$ cat src/rtl/replay_sequencer.sv
// Replays stored sensory/hippocampal/motor spike history as layer currents.
// Start/busy/done handshake, configurable timing, ordering, passes and abort.
module replay_sequencer #(
  parameter int N_L1       = 4,
  parameter int N_L2       = 8,
  parameter int N_L3       = 4,
  parameter int W_I        = 8,
  parameter int HIST_DEPTH = 8,
  parameter int CNT_W      = 16,
  parameter int HW         = 4
) (
  input  logic                            clk,
  input  logic                            reset,
  input  logic                            start,
  input  logic                            abort,
  input  logic                            rewarded,
  input  logic                            reverse,
  input  logic [HW-1:0]                   hist_count,
  input  logic [3:0]                      n_passes,
  input  logic [CNT_W-1:0]                window_len,
  input  logic [CNT_W-1:0]                step_len,
  input  logic [CNT_W-1:0]                rest_len,
  input  logic [3*W_I-1:0]                amp_r,
  input  logic [3*W_I-1:0]                amp_nr,
  input  logic [HIST_DEPTH*N_L1-1:0]      in_hist,
  input  logic [HIST_DEPTH*N_L2-1:0]      hippo_hist,
  input  logic [HIST_DEPTH*N_L3-1:0]      out_hist,
  output logic [(N_L1+N_L2+N_L3)*W_I-1:0] iin_replay,
  output logic                            busy,
  output logic                            learn_rest,
  output logic [HW-1:0]                   cur_entry,
  output logic                            done,
  output logic                            aborted
);

  localparam int IW = (N_L1 + N_L2 + N_L3) * W_I;

  typedef enum logic [2:0] {
    S_IDLE, S_WAIT, S_DRIVE, S_REST, S_DONE
  } state_t;

  state_t state, nstate;

  logic [CNT_W-1:0] timer, ntimer;
  logic [CNT_W-1:0] step_q, rest_q;
  logic [HW-1:0]    cnt_q, pos, npos, nent;
  logic [3:0]       pass, npass, passes_q;
  logic             rew_q, rev_q;
  logic             nabort, nlearn, adv;

  logic [HIST_DEPTH*N_L1-1:0] in_q;
  logic [HIST_DEPTH*N_L2-1:0] hip_q;
  logic [HIST_DEPTH*N_L3-1:0] out_q;

  logic                       idle;
  logic [HW-1:0]              cnt_in, c_cnt;
  logic [CNT_W-1:0]           c_step, c_rest, step_m1;
  logic [3:0]                 c_pass;
  logic                       c_rev, c_rew;
  logic [HIST_DEPTH*N_L1-1:0] s_in;
  logic [HIST_DEPTH*N_L2-1:0] s_hip;
  logic [HIST_DEPTH*N_L3-1:0] s_out;
  logic [3*W_I-1:0]           amp;
  logic [IW-1:0]              words;

  // Transitions out of IDLE see the live inputs; later ones see the latches.
  assign idle   = (state == S_IDLE);
  assign cnt_in = (hist_count > HW'(HIST_DEPTH)) ? HW'(HIST_DEPTH)
                                                 : hist_count;
  assign c_cnt  = idle ? cnt_in : cnt_q;
  assign c_step = idle ? step_len : step_q;
  assign c_rest = idle ? rest_len : rest_q;
  assign c_pass = idle ? n_passes : passes_q;
  assign c_rev  = idle ? reverse : rev_q;
  assign c_rew  = idle ? rewarded : rew_q;
  assign s_in   = idle ? in_hist : in_q;
  assign s_hip  = idle ? hippo_hist : hip_q;
  assign s_out  = idle ? out_hist : out_q;
  assign step_m1 = (c_step == '0) ? '0 : c_step - CNT_W'(1);
  assign amp    = c_rew ? amp_r : amp_nr;

  always_comb begin
    nstate = state;
    ntimer = timer;
    npos   = pos;
    npass  = pass;
    nabort = 1'b0;
    adv    = 1'b0;
    unique case (state)
      S_IDLE: begin
        if (start) begin
          npos  = '0;
          npass = '0;
          if (window_len != '0) begin
            nstate = S_WAIT;
            ntimer = window_len - CNT_W'(1);
          end else if (c_cnt != '0) begin
            nstate = S_DRIVE;
            ntimer = step_m1;
          end else begin
            nstate = S_DONE;
          end
        end
      end
      S_WAIT: begin
        if (abort) begin
          nstate = S_DONE;
          nabort = 1'b1;
        end else if (timer != '0) begin
          ntimer = timer - CNT_W'(1);
        end else if (c_cnt != '0) begin
          nstate = S_DRIVE;
          ntimer = step_m1;
        end else begin
          nstate = S_DONE;
        end
      end
      S_DRIVE: begin
        if (abort) begin
          nstate = S_DONE;
          nabort = 1'b1;
        end else if (timer != '0) begin
          ntimer = timer - CNT_W'(1);
        end else if (c_rest != '0) begin
          nstate = S_REST;
          ntimer = c_rest - CNT_W'(1);
        end else begin
          adv = 1'b1;
        end
      end
      S_REST: begin
        if (abort) begin
          nstate = S_DONE;
          nabort = 1'b1;
        end else if (timer != '0) begin
          ntimer = timer - CNT_W'(1);
        end else begin
          adv = 1'b1;
        end
      end
      S_DONE:  nstate = S_IDLE;
      default: nstate = S_IDLE;
    endcase
    if (adv) begin
      if (pos + HW'(1) != c_cnt) begin
        nstate = S_DRIVE;
        npos   = pos + HW'(1);
        ntimer = step_m1;
      end else if ({1'b0, pass} + 5'd1 <
                   {1'b0, (c_pass == 4'd0) ? 4'd1 : c_pass}) begin
        nstate = S_DRIVE;
        npass  = pass + 4'd1;
        npos   = '0;
        ntimer = step_m1;
      end else begin
        nstate = S_DONE;
      end
    end
    if (nstate == S_DONE) ntimer = '0;
  end

  assign nlearn = ((nstate == S_DRIVE) && (ntimer == '0) &&
                   (c_rest == '0)) ||
                  ((state == S_DRIVE) && (nstate == S_REST));

  assign nent = c_rev ? npos : c_cnt - HW'(1) - npos;

  always_comb begin
    words = '0;
    if (int'(nent) < HIST_DEPTH) begin
      for (int k = 0; k < N_L1; k++)
        if (s_in[int'(nent)*N_L1 + k])
          words[k*W_I +: W_I] = amp[W_I-1:0];
      for (int k = 0; k < N_L2; k++)
        if (s_hip[int'(nent)*N_L2 + k])
          words[(N_L1+k)*W_I +: W_I] = amp[2*W_I-1:W_I];
      for (int k = 0; k < N_L3; k++)
        if (s_out[int'(nent)*N_L3 + k])
          words[(N_L1+N_L2+k)*W_I +: W_I] = amp[3*W_I-1:2*W_I];
    end
  end

  always_ff @(posedge clk) begin
    if (reset) begin
      state      <= S_IDLE;
      timer      <= '0;
      pos        <= '0;
      pass       <= '0;
      cnt_q      <= '0;
      step_q     <= '0;
      rest_q     <= '0;
      passes_q   <= '0;
      rew_q      <= 1'b0;
      rev_q      <= 1'b0;
      in_q       <= '0;
      hip_q      <= '0;
      out_q      <= '0;
      iin_replay <= '0;
      busy       <= 1'b0;
      learn_rest <= 1'b0;
      cur_entry  <= '0;
      done       <= 1'b0;
      aborted    <= 1'b0;
    end else begin
      state <= nstate;
      timer <= ntimer;
      pos   <= npos;
      pass  <= npass;
      if (idle && start) begin
        cnt_q    <= cnt_in;
        step_q   <= step_len;
        rest_q   <= rest_len;
        passes_q <= n_passes;
        rew_q    <= rewarded;
        rev_q    <= reverse;
        in_q     <= in_hist;
        hip_q    <= hippo_hist;
        out_q    <= out_hist;
      end
      iin_replay <= (nstate == S_DRIVE) ? words : '0;
      busy       <= (nstate != S_IDLE);
      learn_rest <= nlearn;
      cur_entry  <= (nstate == S_DRIVE || nstate == S_REST) ? nent : '0;
      done       <= (nstate == S_DONE);
      aborted    <= nabort;
    end
  end

endmodule

$ cat config.mk
export PLATFORM = sky130hd
export DESIGN_NAME = replay_sequencer
export DESIGN_NICKNAME = d
export VERILOG_FILES = /design/src/rtl/replay_sequencer.sv
export SDC_FILE = /design/constraint.sdc
export NUM_CORES = 1
export LEC_CHECK = 0
export ABC_AREA = 1
export BUFFER_PORTS_ARGS = -buffer_cell sky130_fd_sc_hd__buf_4
export CORE_UTILIZATION = 50
export CTS_CLUSTER_SIZE = 8
export DETAILED_ROUTE_END_ITERATION = 16
export PLACE_DENSITY_LB_ADDON = 0.12
export SETUP_SLACK_MARGIN = 0.1
export SYNTH_ARGS = -nofsm -noshare
export SYNTH_HDL_FRONTEND = slang
export SYNTH_SLANG_ARGS = --single-unit
$ cat constraint.sdc
create_clock -name clk -period 6 [get_ports clk]
set_clock_uncertainty 0.2 [all_clocks]
set_input_delay 0.9 -clock clk [delete_from_list [all_inputs] [get_ports clk]]
set_output_delay 0.9 -clock clk [all_outputs]
set_load 0.005 [all_outputs]
# Word level (Yosys, flattened, before mapping)
# Cells that the tools add are included.
[totals] word_cells=234 mem_bits_rw=0 out_inout_bits=136 romBits=0 ff_bits=333 mem_count=0 inputBits=238 latch_bits=0
[op_classes] div=0 eq_ne=7 bitwise_logic=20 magnitude_cmp=15 n_mux=104 shift=0 n_addsub=19 mul=0 reduce_logical=35
[ops] operator="$mux W16" count=17
[ops] operator="$mux W32" count=2
[ops] operator="$mux W64" count=1
[ops] operator="$pmux W16 S4" count=1
[ops] operator="$reduce_or A4 Y1" count=16
[ops] operator="$sub A16 B1 Y16 const B" count=4
[ops] operator="$mux W4" count=15
[ops] operator="$lt A8 B7 Y1 const B" count=7
[ops] operator="$logic_not A16 Y1" count=3
[ops] operator="$reduce_bool A16 Y1" count=3
[ops] operator="$bmux W1 S6" count=7
[ops] operator="$mux W1" count=37
[ops] operator="$mux W3" count=12
[ops] operator="$add A7 B3 Y8 const B" count=4
[ops] operator="$bmux W1 S5" count=6
[ops] operator="$mux W24" count=1
[ops] operator="$lt A7 B6 Y1 const B" count=3
[ops] operator="$not A1 Y1" count=20
[ops] operator="$add A7 B2 Y8 const B" count=2
[ops] operator="$add A6 B2 Y7 const B" count=2
[ops] operator="$eq A3 B2 Y1 const B" count=4
[ops] operator="$pmux W3 S4" count=1
[ops] operator="$bmux W1 S3" count=3
[ops] operator="$add A4 B1 Y4 const B" count=2
[ops] operator="22 further kinds" count=27

# Longest topological paths before layout
# Gate-level depths: netlist of the first run.
[depth] ltp_word=16 ltp_mapped=30

# Worst setup path before layout of the first run
# OpenSTA, ideal clock, no wires.
[synth_timing] path_kind="reg2reg" startpoint="reg state[0]" endpoint="reg iin_replay[64]" slack_ns=1.222 path_stages_with_launch=25 t_arrival_ns=4.511 path_cell_list="dfxtp_1 -> nor2_4 -> nand2_4 -> buf_6 -> buf_4 -> buf_2 -> o21ai_0 -> ha_1 -> nand3_2 -> nor2_4 -> nand3_2 -> nand2_1 -> nor3b_2 -> nand2_1 -> o21ai_2 -> inv_1 -> ha_1 -> fa_1 -> or2_2 -> o21ai_2 -> clkbuf_1 -> nand3_1 -> nand3_1 -> nand3_4 -> nor2_1"
[synth_between] elab_chain_len=16 elab_cells_between_ends=51
[synth_rtl] item="start, declared" line="42" rtl="state_t state, nstate;"
[synth_rtl] item="start signal, assigned" line="205" rtl="state <= nstate;"
[synth_rtl] item="$logic_not A3 Y1" line="67, 89"
[synth_rtl] item="$mux W4 or $mux W16 (tied branches)" line="73, 72"
[synth_rtl] item="$logic_not A4 Y1 or $reduce_bool A16 Y1 (tied branches)" line="150, 124"
[synth_rtl] item="$mux W4 or $mux W1 (tied branches)" line="150, 124"
[synth_rtl] item="$lt A5 B4 Y1 or $mux W1 (tied branches)" line="149, 122"
[synth_rtl] item="$mux W4 or $mux W1 (tied branches)" line="149, 119"
[synth_rtl] item="$mux W4 or $pmux W1 S2 (tied branches)" line="145, 89"
[synth_rtl] item="$mux W4" line="144" rtl="if (adv) begin"
[synth_rtl] item="$sub A4 B4 Y4" line="166" rtl="assign nent = c_rev ? npos : c_cnt - HW'(1) - npos;"
[synth_rtl] item="$mux W4" line="166"
[synth_rtl] item="$add A7 B3 Y8" line="175" rtl="if (s_hip[int'(nent)*N_L2 + k])"
[synth_rtl] item="$bmux W1 S6" line="175"
[synth_rtl] item="$mux W1 (not written as such) (2 in a row)" line="175"
[synth_rtl] item="$not A1 Y1 (no source line)"
[synth_rtl] item="$reduce_or A4 Y1 (no source line)"
[synth_rtl] item="end signal, assigned" line="220" rtl="iin_replay <= (nstate == S_DRIVE) ? words : '0;"
[synth_rtl] item="end, declared" line="28" rtl="output logic [(N_L1+N_L2+N_L3)*W_I-1:0] iin_replay,"
# Several ways; a longest one is shown, not always the timed one. The select of a mux whose other input is x is not followed.
# A chain may end at the register's enable or synchronous reset.

# Worst setup path after layout of the first run
[layout_timing] startpoint="reg state[0]" endpoint="reg iin_replay[92]"
# Same word-level chain as after synthesis.

==> run metrics, run 1 <==
outcome complete, no violations; Post-synth EDFFs 0; Internal 4230 µW; Slowest-stage cell, CP fa_1; synthesized net count 2923; Final setup viols 0; CTS Sinks 333; worst hold path class flip-flop to flip-flop; Switching Share 0.323; hold path start out_q[31]; antenna viol nets, final 0; met3 wire length 4.32 mm; First-pass DRT Iterations 6; Slew @ Worst Pin 1250 ps; row cnt 68; fmax 184 MHz; Net Switching 2020 µW; Worst R2R Start state[0]; number of remaining DRC errors 0; sequential share of the synthesized area 0.380; setup TNS 0 ps; layout cell share with drive strength beyond 1 0.174; crit-path max FO 44; RSZ-0062 raised after global routing false; R2R depth 22; CTS tree yes; critical path arrival 5720 ps; Avg Synthesized Cell Area 6.56 µm²; Worst VDD drop 0.250 mV; share of the synthesized area in the top cell type 0.380; CP Launch Point state[0]; crit-path max cell delay 470 ps; input/output buffers 373; delay-heaviest family, CP simple AND/OR/NAND/NOR gates; number of global-route vias before repair 16800; Synth area leaders dfxtp_1 38%, nand2_1 13%, o21ai_0 9.4%; main flop type after synthesis dfxtp_1; top layer reached by signal wires met4; Non-Filler Instances 3435; clock tree buffer depth 3; max-slew violation count 0; Worst Path Buf+Inv 3; via count 18700; Req. time, crit path 6280 ps; Ys Warns 0; Max-slew headroom 0.170; RePlAce Congestion 0.958; placed insts 3381; crit start category flip-flop; cells along the critical path nor2_4, nand2_8, buf_12, o21ai_0, ha_1, nand3_2, nor2_4, nand3_2, nand2_1, nor3b_2, nand2_1, o21ai_2, inv_1, ha_1, fa_1, or2_2, o21ai_2, buf_4, nand3_1, nand3_1, nand3_2, nor2_1; GRT Util Overall 0.329; Hold Fails Final Rpt 0; first-pass GRT wire length 93.1 mm; Flop pwr share 0.382; Pwr Density 287 nW/µm²; initial drt markers 1891; Mapped Area 17500 µm²; total setup buffers inserted after CTS 0; Post-synth ARST share 0; DR vias/cell 5.44; post-DP HPWL 44.2 mm; Syn Inst Count 2672; RR Endpoint iin_replay[92]; Setup Crit Path Kind flip-flop to flip-flop; starting density of the core 0.507; CTS root buf clkbuf_16; Reg clk slew, reported paths 60 ps; worst reg-to-reg setup slack 570 ps; clk_lat worst skew 580 ps; post-CTS sizing 0; max-cap violations 0; area delta synth->final 24.5%; final core utilization 0.631; io pins 374; flops & latches, synth 333; WL met1 26.2 mm; core area 34500 µm²; WL per Instance 17.5 µm; Most Frequent Cell on Critical Path nand3_2; DIE AREA 35800 µm²; # hold bufs at CTS 0; GR Overflow Total 0; post-synthesis cell type count 47; Synth area leader dfxtp_1; H-tree depth 2; leakage power 0.0101 µW; CTS Buf Count 47; initial antenna violation count 2; hold endpoint out_q[31]; combinational share of power 0.237; Die H 189 µm; largest net degree at the start of global routing 140; WL met2 28.1 mm; drt total wl 60.1 mm; minimum clock period 5430 ps; Final Cycle Share 0.905; chip width 189 µm; WHS Path Cells 2; Crit. End Element flip-flop; nets@finish 3226; Clk network pwr share 0.380
## registers in the layout, summed over array words and instances (netlist names)
register and flops:
pos 4, rest_q 16, learn_rest 1, cnt_q 4, passes_q 4, iin_replay 128
busy 1, rev_q 1, aborted 1, step_q 16, rew_q 1, state 3
out_q 32, timer 16, in_q 32, pass 4, done 1, cur_entry 4
hip_q 64
## metal layers
| metal | global-route usage | vias up |
|---|---|---|
| li1 | - | 9199 |
| met1 | 0.450 | 8572 |
| met2 | 0.544 | 799 |
| met3 | 0.0411 | 101 |
| met4 | 0.0900 | 0 |
| met5 | 0 | - |
## power groups by stage
stage	sequential (µW)	combinational (µW)	clock (µW)
4_1_cts	2390	1470	2410
3_3_place_gp	2430	1440	0
3_5_place_dp	2430	1460	0
5_1_grt	2400	1650	2500
2_1_floorplan	2410	991	0
6_report	2390	1480	2380
## Yosys cell counts (2+ instances only)
| library cell | n |
|---|---|
| nor2_1 | 289 |
| xor2_1 | 30 |
| inv_2 | 9 |
| buf_2 | 21 |
| xnor2_1 | 8 |
| nand3_2 | 9 |
| inv_1 | 281 |
| nor2_2 | 3 |
| nand3_1 | 221 |
| clkbuf_1 | 108 |
| a21oi_1 | 231 |
| nand3_4 | 6 |
| nand2_1 | 606 |
| clkinv_1 | 4 |
| dfxtp_1 | 333 |
| nor2_4 | 2 |
| ha_1 | 12 |
| buf_6 | 3 |
| nand3b_1 | 19 |
| nor3_1 | 13 |
| mux2i_1 | 24 |
| a31oi_1 | 3 |
| o21bai_1 | 2 |
| buf_1 | 8 |
| o21ai_0 | 328 |
| or2_2 | 21 |
| nand4_1 | 15 |
| o21ai_1 | 11 |
| nand2_2 | 4 |
| nor4_1 | 3 |
| o21ai_2 | 4 |
| or2_1 | 5 |
| o211ai_1 | 16 |
| buf_4 | 5 |
| a211oi_1 | 3 |
## how the worst max path moves through the flow
stage | to | slack (ps) | cells past startpoint
after global placement | iin_replay[7] | 620 | 22
after detailed placement | iin_replay[24] | 490 | 23
after global routing | iin_replay[26] | 150 | 23
final | iin_replay[92] | 570 | 22
after floorplan | iin_replay[64] | 1220 | 24
after CTS | iin_replay[24] | 460 | 23
## cell usage in the layout, fill, tap and decap left out, types with 9 or more instances in the layout
cell type and instances:
a21oi_1 231, buf_4 399, clkbuf_16 47, dfxtp_1 333, ha_1 12, inv_1 281
mux2i_1 24, nand2_1 606, nand3_1 221, nand3_2 9, nand3b_1 19, nand4_1 15
nor2_1 288, nor3_1 13, o211ai_1 16, o21ai_0 328, o21ai_1 11, or2_2 21
xor2_1 30
## kinds of logic after synthesis
group           after synthesis  share of synthesized area
simple gates               1220                      0.300
fa+ha+maj                    13                    0.00971
flops                       333                      0.380
buf+inv                     440                     0.0987
mux                          24                     0.0137
xor+xnor                     38                     0.0190
compound gates              604                      0.178
## per-stage QoR
stage	power, µW	hold slack, ps	area (µm²)	worst slack (ps)
after global placement	3870	238	20500	623
after global routing	6550	268	21800	155
final	6250	250	21800	568
after CTS	6260	251	21800	465
after floorplan	3410	225	17500	1220
after detailed placement	3890	244	20500	486
## area by class of cell
class                   count  area [µm²]
inverters                 294        1120
diodes                      2        5.00
multi-input cells        1899        9150
repair buffers            400        3020
clock buffers              49        1190
flip-flops and latches    333        6670
clock inverters             3        90.1
well taps                 455         569
fillers                  3211       12700
## tightest hold or removal path: cells and delay by family, from the launching register on
| family | cells | cell delay, ps |
|---|---|---|
| buf+inv | 1 | 60 |
| compound gates | 1 | 50 |
| flops | 1 | 290 |
Power figures use the tool's default switching activity.
==> inputs of run 2 (changes only) <==
--- a/config.mk
+++ b/config.mk
@@ -5,7 +5,6 @@
 export SDC_FILE = /design/constraint.sdc
 export NUM_CORES = 1
 export LEC_CHECK = 0
-export ABC_AREA = 1
 export BUFFER_PORTS_ARGS = -buffer_cell sky130_fd_sc_hd__buf_4
 export CORE_UTILIZATION = 50
 export CTS_CLUSTER_SIZE = 8
==> run 2 against run 1 <==
Combinational power increased by 20%. Critical path depth decreased by 2. First-iteration DRC count increased by 1.4%. Sequential power about the same. Via count decreased by 2.2%. Synthesized cell count decreased by 18%. Synthesized area increased by 0.80%. Cell area increased by 3.9%. Critical path type unchanged. Sequential share of layout area decreased by 1.1 points.
==> run metrics, run 2 <==
Req. time, crit path 6320 ps; clock tree buffer depth 3; area delta synth->final 28.3%; Final WS setup 330 ps; clk_lat worst skew 600 ps; Final setup viols 0; Post-Synth XOR/XNOR Area 0.0238; Syn Inst Count 2188; io pins 374; setup TNS 0 ps; Slew @ Worst Pin 1210 ps; Die H 190 µm; most common cell after layout, fill and taps aside buf_4; most frequent cells in the layout 477 x buf_4, 422 x nand2_1, 333 x dfxtp_1, 232 x a21oi_1, 218 x nor2_1; core area 34600 µm²; chip width 190 µm; synthesized net count 2439; outcome complete, no violations; Slowest-stage cell, CP o21a_1; RSZ-0062 raised after global routing false; DP Worst Slack 116 ps; Ys Warns 0; main combinational cell family by area after synthesis simple AND/OR/NAND/NOR gates; First-pass DRT Iterations 8; max-slew violation count 0; worst hold path class flip-flop to flip-flop; DIE AREA 36100 µm²; fmax 176 MHz; layout cell share with drive strength beyond 1 0.247; delay-heaviest family, CP compound AO/OA/AOI/OAI gates; Worst Path Buf+Inv 3; RePlAce Congestion 1.02; post-synthesis cell type count 98; critical path arrival 5990 ps; Largest register FFs 128; Synth area leaders dfxtp_1 38%, nand2_1 9.0%, a21oi_1 6.7%; starting density of the core 0.510; crit start category flip-flop; cells along the critical path nor3_4, buf_4, buf_12, mux2i_1, ha_1, o21ai_1, a21oi_2, or4_4, a21oi_4, nor2_4, a21oi_2, ha_2, and2_1, a31oi_4, o21a_1, buf_4, o221ai_1, a211oi_1, a221o_2, and2b_1; number of global-route vias before repair 16900; flops & latches, synth 333; drt total wl 67.9 mm; GR Overflow Total 0; row cnt 68; CTS root buf clkbuf_16; share of the synthesized area in the top cell type 0.377; placed insts 2971; post-DP HPWL 49.5 mm; DR vias/cell 6.02; Post-Synth Simple-Gate Area 0.259; Mapped Area 17700 µm²; Crit. End Element flip-flop; WL per Instance 22.4 µm; Top reg by flops iin_replay; Fillers 2997; Final Cycle Share 0.945; crit-path max cell delay 580 ps; Worst VDD drop 0.229 mV; via count 18300; number of remaining DRC errors 0; Setup Crit Path Kind flip-flop to flip-flop; Avg Synthesized Cell Area 8.07 µm²; Synth area leader dfxtp_1; Non-Filler Instances 3032; Compound-Gate Fraction of Synth Area 0.203; Reg clk slew, reported paths 60 ps; minimum clock period 5670 ps; final core utilization 0.654; CTS Buf Count 47; Hold Fails Final Rpt 0; largest net degree at the start of global routing 169; first-pass GRT wire length 101 mm; H-tree depth 2; final hold slack 251 ps; main flop type after synthesis dfxtp_1; Post-synth ARST share 0; top-count cell post-synth nand2_1; multiplexer area fraction after synthesis 0.0869; initial antenna violation count 4; CTS tree yes; Post-synth EDFFs 0; sequential share of the synthesized area 0.377; top cells by count, synth 422 x nand2_1, 333 x dfxtp_1, 235 x a21oi_1; max-cap violations 0; input/output buffers 373; crit-path max FO 33; Pwr Density 289 nW/µm²; initial drt markers 1917; antenna viol nets, final 0; GRT Util Overall 0.365; nets@finish 2820; Synth Area in Adders 0.00963; Max-slew headroom 0.192; biggest regs iin_replay: 128 flops, hip_q: 64 flops; CTS Sinks 333; leakage power 0.00968 µW
-- run 2: cell type report --
type                            count  area (µm²)  area share
Timing Repair Buffer              481        3650       0.161
Inverter                           27         101     0.00447
Clock buffer                       49        1190      0.0527
Multi-Input combinational cell   1679       10400       0.459
Clock inverter                      3        66.3     0.00293
Tap cell                          455         569      0.0251
Sequential cell                   333        6670       0.294
Antenna cell                        5        12.5    0.000552
-- run 2: logic make-up (layout without fill, tap and decap cells) --
family / count (synthesis) / after routing
other cells: 0 / 5
mux: 119 / 119
compound gates: 523 / 523
fa+ha+maj: 13 / 13
buf+inv: 176 / 560
flops: 333 / 333
xor+xnor: 48 / 48
simple gates: 976 / 976
-- run 2: tightest hold or removal path, stage by stage (launching register included) --
cell and delay, ps:
dfxtp_1 300, nand2_1 50, a21oi_1 50
-- run 2: per-layer routing --
metal	global-route usage	part of all wire
met1	0.494	0.42
met2	0.567	0.45
met3	0.0799	0.095
met4	0.137	0.036
met5	0	0
-- run 2: path summary, 6_finish.rpt --
check             startpoint              to  slack, ps  cells past startpoint
hold / removal      in_q[15]        in_q[15]        250                      2
setup reg to reg    state[0]  iin_replay[48]        330                     20
hold reg to reg     in_q[15]        in_q[15]        250                      2
setup / recovery    state[0]  iin_replay[48]        330                     20
-- run 2: timing repair --
item / CTS / global route
hold buffers: 0 / 0
gates resized for setup: 0 / 1
setup buffers: 0 / 4
endpoints found under the setup margin: 0 / 104
-- run 2: stage by stage --
stage | instance area, µm² | power [µW]
2_1_floorplan | 17800 | 3480
3_3_place_gp | 21300 | 4140
3_5_place_dp | 21300 | 4150
4_1_cts | 22600 | 6520
5_1_grt | 22700 | 6790
6_report | 22700 | 6560
-- run 2: power breakdown --
| group | internal [µW] | switching (µW) | total [µW] |
|---|---|---|---|
| clock network | 1400 | 985 | 2380 |
| logic | 679 | 1090 | 1770 |
| registers | 2320 | 85.6 | 2400 |
| total | 4400 | 2160 | 6560 |
